<file path="config.mk">
export PLATFORM = sky130hd
export DESIGN_NAME = uart_rx
export DESIGN_NICKNAME = d
export VERILOG_FILES = /design/src/rtl/uart_rx.sv
export SDC_FILE = /design/constraint.sdc
export NUM_CORES = 1
export LEC_CHECK = 0
export BUFFER_PORTS_ARGS = -buffer_cell sky130_fd_sc_hd__buf_2
export CAP_MARGIN = 20
export CORE_MARGIN = 2
export CORE_UTILIZATION = 50
export DETAILED_ROUTE_END_ITERATION = 8
export GPL_ROUTABILITY_DRIVEN = 0
export PLACE_DENSITY = 0.7
export SLEW_MARGIN = 40
export SYNTH_ARGS = -nofsm -noshare
export SYNTH_HDL_FRONTEND = slang
export SYNTH_SLANG_ARGS = --single-unit
</file>
<file path="constraint.sdc">
create_clock -name i_clk -period 1.7 [get_ports i_clk]
set_input_delay 0.17 -clock i_clk [delete_from_list [all_inputs] [get_ports i_clk]]
set_output_delay 0.17 -clock i_clk [all_outputs]
set_load 0.01 [all_outputs]
</file>
<file path="src/rtl/uart_rx.sv">
// uart_rx: oversampling UART receiver, MSB first, optional parity, 1-2 stop bits
module uart_rx #(
    parameter int buad_rate       = 9600,
    parameter int clk_rate        = 50_000_000,
    parameter int uart_data_width = 8,
    parameter int check           = 1,
    parameter int stop_width      = 1
) (
    input  logic                       i_clk,
    input  logic                       i_rst_n,
    input  logic                       i_rx,
    output logic [uart_data_width-1:0] o_rx_data,
    output logic                       o_rx_valid,
    output logic                       o_parity_err,
    output logic                       o_frame_err,
    output logic                       o_rx_busy
);
    localparam int BIT_DIV  = clk_rate / buad_rate;
    localparam int HALF_DIV = BIT_DIV / 2;
    localparam int CW       = $clog2(BIT_DIV);
    localparam int NW       = $clog2(uart_data_width + 1);

    typedef enum logic [2:0] {IDLE, START, DATA, PARITY, STOP} state_t;

    state_t                     state;
    logic                       rx_m, rx_s, rx_d;
    logic [CW-1:0]              cnt;
    logic [NW-1:0]              n;
    logic [uart_data_width-1:0] shreg;
    logic                       par, perr, ferr, tick;

    assign tick      = cnt == CW'(HALF_DIV - 1);
    assign o_rx_busy = state != IDLE;

    // two-flop synchroniser on the async line, third flop delays it for edge detection
    always_ff @(posedge i_clk or negedge i_rst_n)
        if (!i_rst_n) {rx_m, rx_s, rx_d} <= 3'b111;
        else {rx_m, rx_s, rx_d} <= {i_rx, rx_m, rx_s};

    // receive FSM: samples every bit at mid-period and delivers the word with its error flags
    always_ff @(posedge i_clk or negedge i_rst_n)
        if (!i_rst_n) begin
            state        <= IDLE;
            cnt          <= '0;
            n            <= '0;
            shreg        <= '0;
            par          <= 1'b0;
            perr         <= 1'b0;
            ferr         <= 1'b0;
            o_rx_data    <= '0;
            o_rx_valid   <= 1'b0;
            o_parity_err <= 1'b0;
            o_frame_err  <= 1'b0;
        end else begin
            o_rx_valid <= 1'b0;
            cnt        <= cnt == CW'(BIT_DIV - 1) ? '0 : cnt + CW'(1);
            case (state)
                IDLE: if (rx_d && !rx_s) begin
                    state <= START;
                    cnt   <= '0;
                end
                START: if (tick) begin
                    state <= rx_s ? IDLE : DATA;
                    n     <= '0;
                    par   <= 1'b0;
                    perr  <= 1'b0;
                    ferr  <= 1'b0;
                end
                DATA: if (tick) begin
                    shreg <= uart_data_width'({shreg, rx_s});
                    par   <= par ^ rx_s;
                    n     <= n + NW'(1);
                    if (n == NW'(uart_data_width - 1)) begin
                        n     <= '0;
                        state <= check > 0 ? PARITY : STOP;
                    end
                end
                PARITY: if (tick) begin
                    perr  <= rx_s != (check == 1 ? ~par : par);
                    state <= STOP;
                end
                STOP: if (tick) begin
                    n    <= n + NW'(1);
                    ferr <= ferr | ~rx_s;
                    if (n == NW'(stop_width - 1)) begin
                        state        <= IDLE;
                        o_rx_valid   <= 1'b1;
                        o_rx_data    <= shreg;
                        o_parity_err <= perr;
                        o_frame_err  <= ferr | ~rx_s;
                    end
                end
                default: state <= IDLE;
            endcase
        end
endmodule

</file>
==> flow_summary.ini, run 1 <==
[layout]
nFillCells = 346
post_route_cells_drive_above_1_share = 0.3821
layout_area_overhead_pct = 23.80
finish.instance_area_sq_mm = 0.002785
fin_nets = 251
antenna-diode-count = 0

[setup_path]
rr_worst_depth = 6
cp-start-kind = register
cp-startpoint = cnt[0]$_DFF_PN0_
criticalPathCategory = reg -> reg
worst-endpoint-arrival_ps = 1890
worst_setup_ep_type = register
required_ps = 1890
cp_max_fanout = 10
reg2reg_from = cnt[0]$_DFF_PN0_

[yosys]
yosys_register_bits = 45
synth.cell_area_sq_mm = 0.002250
synthCells = 197
synth_sequential_area_ratio = 0.5022
yosys.area.top_type_share = 0.4672
ys_warn_count = 0
postSynthAreaPerCell_sq_um = 11.42
net_count_synth = 203
netlist_cell_types = 50
ys_top_cells_by_area = dfrtp_1 47%, mux2_2 9.5%, dfstp_2 3.5%, nor2_1 3.0%, xnor2_1 2.7%
synth.largest_area_cell = dfrtp_1

[floorplan]
fp.coreArea_sq_mm = 0.004354
die_h_um = 71.08
fp.dieW_um = 71.08
design.portCount = 15
core.rowCount = 24
start_util = 0.5167
dieArea_sq_mm = 0.005052

[sta]
fmax_mhz = 589.1
timing.final.crit_period_ps = 1698
hold-worst-slack_ps = 325.1
hold_viol_final = 0
clock_skew_ps = 7.531
worst_pin_slew_ps = 409.5
finalSetupViolations = 0
period_share = 0.9985
timing.max_slew.rel_slack = 0.7270
rsz0062_at_grt = true
timing.setup.tns_ps = 0
final_max_slew_viol_count = 0

[drt]
vias_per_cell = 5.544
first_pass_iters = 4
drt_wl_total_um = 4297
detail_route.wl_per_cell_um = 14.42
drc_errors = 0
drtAntennaViolNets = 0
routed-via-count = 1652
number_of_drc_markers_after_the_initial_detailed_route_iteration = 94

[clock_network]
path_clk_slew_ps = 80
clock_root_buffer = clkbuf_8
tritoncts.num_buffers = 5
tritoncts = yes
clock_tree.htree_level_count = 2
clk_latency_ps = 300
cts_max_path_buffers = 2
numClockSinks = 45

[global_routing]
initial_antenna_violation_count = 0
grt_max_degree = 19
wire_length_of_the_first_global_routing_pass_um = 7203
grt.overflow.total = 0
number_of_global_route_vias_before_repair = 1533
gr-usage-all-layers = 0.1825

[worst_hold_path]
hp-class = in -> async

[power_and_ir_drop]
power_leakage_nw = 1.302
worst_ir_drop_vdd_mv = 0.7788
power_mw = 2.508
power-per-cell-area_mw_per_mm2 = 900.4

[place]
placed_area_sq_mm = 0.002564
hpwl_um = 3020
port_buffers = 14

[run_status]
result_of_the_run = finished clean

[job]
max_cap_violations = 0
[layout make-up]
type,count,area (sq um),area share
Multi-Input combinational cell,138,1109,0.3980
Clock inverter,2,35.03,0.01258
Inverter,7,26.28,0.009434
Clock buffer,6,72.57,0.02606
Sequential cell,45,1131,0.4061
Timing Repair Buffer,48,346.6,0.1244
Tap cell,52,65.06,0.02336
[per-layer routing]
metal | GRT usage | share of wire | vias to the layer above
li1 | - | - | 809
met1 | 0.2549 | 0.47 | 795
met2 | 0.2814 | 0.47 | 41
met3 | 0.03846 | 0.046 | 7
met4 | 0.06918 | 0.017 | 0
met5 | 0 | 0 | -
[stage by stage]
step	utilization	setup slack (ps)	cells
global route	0.6397	-106.5	298
global placement	0.5888	-6.569	286
CTS	0.6276	-30.30	296
detailed placement	0.5888	-30.22	286
floorplan	-	-58.18	197
finish	0.6397	2.466	298
[logic make-up after synthesis]
group / after synthesis / share of synthesized area
simple gates: 73 / 0.2002
buf+inv: 14 / 0.04282
fa+ha+maj: 3 / 0.01669
flops: 45 / 0.5022
mux: 19 / 0.09511
xor+xnor: 12 / 0.04672
compound gates: 31 / 0.09623
[cells in the mapped netlist (all sizes together)]
library cell / instances
and2b: 1
xor2: 5
a22o: 1
nand4bb: 1
a2111oi: 1
nor4b: 2
o22ai: 1
and4b: 1
clkbuf: 3
nand2: 10
o2bb2ai: 1
and4bb: 1
ha: 3
nor3b: 3
a21oi: 6
mux2: 19
nor3: 3
or3: 2
nand3: 12
nor4: 2
nor2: 19
o32ai: 1
xnor2: 7
a31oi: 2
o311ai: 1
o21bai: 1
buf: 4
a22oi: 1
a32oi: 1
and2: 2
nand4: 5
o31ai: 4
or4: 1
dfstp: 3
o21ai: 6
a21o: 2
o41ai: 2
nor2b: 2
nand2b: 3
and4: 3
inv: 7
dfrtp: 42
[state kept, by name, summed over array words and instances (netlist names)]
| signal | cells |
|---|---|
| cnt | 13 |
| o_rx_data | 8 |
| shreg | 8 |
| n | 4 |
| state | 3 |
| ferr | 1 |
| o_frame_err | 1 |
| o_parity_err | 1 |
| o_rx_valid | 1 |
| par | 1 |
| perr | 1 |
| rx_d | 1 |
| rx_m | 1 |
| rx_s | 1 |
[worst paths after layout]
path | end | slack, ps
worst max-delay path | o_parity_err$_DFFE_PN0P_ | 2
worst min-delay path | o_rx_valid$_DFF_PN0_ | 330
worst max register to register | o_parity_err$_DFFE_PN0P_ | 2
worst min register to register | rx_s$_DFF_PN1_ | 360
max in group asynchronous | rx_m$_DFF_PN1_ | 760
min in group i_clk | rx_s$_DFF_PN1_ | 360
[cells in the final DEF (no fill, tap or decap), drive strengths merged, types with 2 or more instances in the layout]
cell type / count
o21ai: 6
buf: 46
xnor2: 7
inv: 7
mux2: 19
nor3: 3
dfrtp: 42
a21o: 2
nand4: 5
nor2b: 2
o31ai: 4
nand2b: 3
dfstp: 3
and4: 3
nand3: 12
a21oi: 6
nor2: 19
and2: 2
nor4b: 2
or3: 2
nor4: 2
o41ai: 2
dlygate4sd3: 2
clkbuf: 6
nor3b: 3
ha: 3
xor2: 5
nand2: 10
a31oi: 2
[where the power goes]
group	switching (mW)	internal [mW]	total, mW
combinational	0.257	0.252	0.509
sequential	0.0594	1.14	1.20
clock	0.358	0.436	0.795
total	0.675	1.83	2.51
[repair_timing]
| action | CTS | global route |
|---|---|---|
| endpoints found under the setup margin | 20 | 25 |
| pin swaps | 0 | 9 |
| gates cloned | 0 | 0 |
| gates resized for setup | 10 | 11 |
| buffers inserted | 0 | 2 |
| hold buffers | 2 | 0 |
| endpoints found under the hold margin | 15 | 0 |
[critical path, stage by stage, from the launching register on]
cell,delay [ps]
dfrtp_1,360
ha_2,180
nor3b_4,290
nand4_4,150
nor2_4,140
buf_12,150
mux2_2,330
Power figures use the tool's default switching activity.
==> run 2: changes to the inputs <==
- CORE_MARGIN: 2 -> not set
==> run 2 against run 1 <==
- the run now ends with negative setup slack left
- combinational power grew 8.3%
- core utilization grew 1.5 points
- count of clock-buffer cells in the layout is the same
- total power grew 2.5%
- sequential share of layout area shrank 0.67 points
- largest power group unchanged
- via count grew 2.8%
- clock power grew 2%
- register-to-register slack lost 40 ps
- wire length grew 9.1%
- critical path type unchanged
==> flow_summary.ini, run 2 (synthesis gave the netlist of run 1 again) <==
[run_status]
result_of_the_run = finished with violations
failing_checks = negative setup slack

[layout]
fin_nets = 251
layout_area_overhead_pct = 25.75
largest_register_ff_count = 13
layout_common_cells = 42 x dfrtp_1, 29 x buf_4, 17 x nor2_1, 14 x buf_2
antenna-diode-count = 0
post_route_cells_drive_above_1_share = 0.3780
layout.cells.most_common = dfrtp_1
top_register = cnt
reg_top3 = cnt: 13 flops, o_rx_data: 8 flops, shreg: 8 flops

[setup_path]
cp_slowest_cell = dfrtp_1
cp.buffers_inverters = 0
worst_setup_ep_type = register
cp_max_fanout = 8
rr_worst_depth = 5
worst-endpoint-arrival_ps = 1930
path_cells = ha_2, nor3b_4, and4_4, nand3_4, mux2_4
cp.depth = 5
timing.critical_path.max_delay_family = simple AND/OR/NAND/NOR gates
timing.reg2reg.setup_slack_ps = -40
required_ps = 1890
criticalPathCategory = reg -> reg
cp-start-kind = register
cpPeakStageDelay_ps = 360

[drt]
wl_met3_um = 185
detail_route.wl_per_cell_um = 15.73
drt_wl_total_um = 4689
vias_per_cell = 5.698
met1_length_um = 2188
drtAntennaViolNets = 0
first_pass_iters = 4
topRoutingLayerUsed = met4
number_of_drc_markers_after_the_initial_detailed_route_iteration = 148
drc_errors = 0
routed-via-count = 1698
met2RoutedLength_um = 2231

[floorplan]
dieArea_sq_mm = 0.004771
fp.coreArea_sq_mm = 0.004324
design.portCount = 15
fp.dieW_um = 69.08
core.rowCount = 24
start_util = 0.5203
die_h_um = 69.08

[clock_network]
path_clk_slew_ps = 80
tritoncts = yes
tritoncts.num_buffers = 5
clock_root_buffer = clkbuf_8
clock_tree.htree_level_count = 2
numClockSinks = 45
cts_max_path_buffers = 2
clk_latency_ps = 310

[place]
port_buffers = 14
place_ws_ps = -46.52
hpwl_um = 3043

[global_routing]
gr-usage-all-layers = 0.2046
number_of_global_route_vias_before_repair = 1637
initial_antenna_violation_count = 0
grt_max_degree = 46
wire_length_of_the_first_global_routing_pass_um = 7741
grt.overflow.total = 0

[worst_hold_path]
timing.hold.worst_path_depth = 0
hp-class = reg -> reg

[sta]
worst_pin_slew_ps = 337.7
finalSetupViolations = 14
fmax_mhz = 574.9
clock_skew_ps = 11.10
postLayoutSetupSlackWorst_ps = -39.38
rsz0062_at_grt = true
final_max_slew_viol_count = 0
hold-worst-slack_ps = 357.4
timing.max_slew.rel_slack = 0.7728
hold_viol_final = 0
period_share = 1.023
timing.setup.tns_ps = -280.8
timing.final.crit_period_ps = 1739

[power_and_ir_drop]
worst_ir_drop_vdd_mv = 0.7801
power_leakage_nw = 1.317
power-per-cell-area_mw_per_mm2 = 908.6

[job]
max_cap_violations = 0
-- run 2: cell types whose count changed in the layout (fill, tap and decap cells not counted), sizes merged --
cell	previous run	this run
clkbuf	6	7
buf	46	45
-- run 2: area by class of cell --
type	instances	area, sq um
inverters	7	26.28
flip-flops and latches	45	1130
fillers	342	1495
repair buffers	48	372.9
multi-input cells	138	1124
clock inverters	2	38.79
clock buffers	6	72.57
well taps	52	65.06
-- run 2: path summary, 6_finish.rpt --
check,startpoint,end
max,cnt[1]$_DFF_PN0_,shreg[2]$_DFFE_PN0P_
min,rx_m$_DFF_PN1_,rx_s$_DFF_PN1_
max reg2reg,cnt[1]$_DFF_PN0_,shreg[2]$_DFFE_PN0P_
min reg2reg,rx_m$_DFF_PN1_,rx_s$_DFF_PN1_
max in group asynchronous,i_rst_n,rx_d$_DFF_PN1_
min in group asynchronous,i_rst_n,state[2]$_DFFE_PN0P_
-- run 2: worst register-to-register path, cell delays in order, from the launching register on --
cell     delay [ps]
dfrtp_1         360
ha_2            180
nor3b_4         290
and4_4          310
nand3_4         150
mux2_4          340
-- run 2: metrics by stage --
stage | cells | total power, mW | instance area, sq um | util
floorplan | 197 | 1.498 | 2261 | -
global placement | 284 | 1.712 | 2561 | 0.5923
detailed placement | 284 | 1.718 | 2561 | 0.5923
CTS | 296 | 2.578 | 2769 | 0.6403
global route | 298 | 2.707 | 2829 | 0.6542
finish | 298 | 2.570 | 2829 | 0.6542
-- run 2: metal layers --
metal,up-vias,GRT usage
met3,10,0.05263
met5,-,0
li1,808,-
met2,44,0.3042
met1,836,0.2864
met4,0,0.08163
-- run 2: timing repair --
action	CTS	global route
cloned	0	1
pin swaps	3	4
gates resized for setup	16	5
hold buffers	2	0
buffers inserted	2	1
setup endpoints to repair	33	36
endpoints found under the hold margin	43	0
-- run 2: power by group --
group | leakage [nW] | internal (mW) | switching [mW] | total, mW
Clock | 0.0554 | 0.441 | 0.372 | 0.814
Combinational | 0.656 | 0.271 | 0.280 | 0.551
Sequential | 0.606 | 1.14 | 0.0611 | 1.21
Total | 1.32 | 1.86 | 0.714 | 2.57
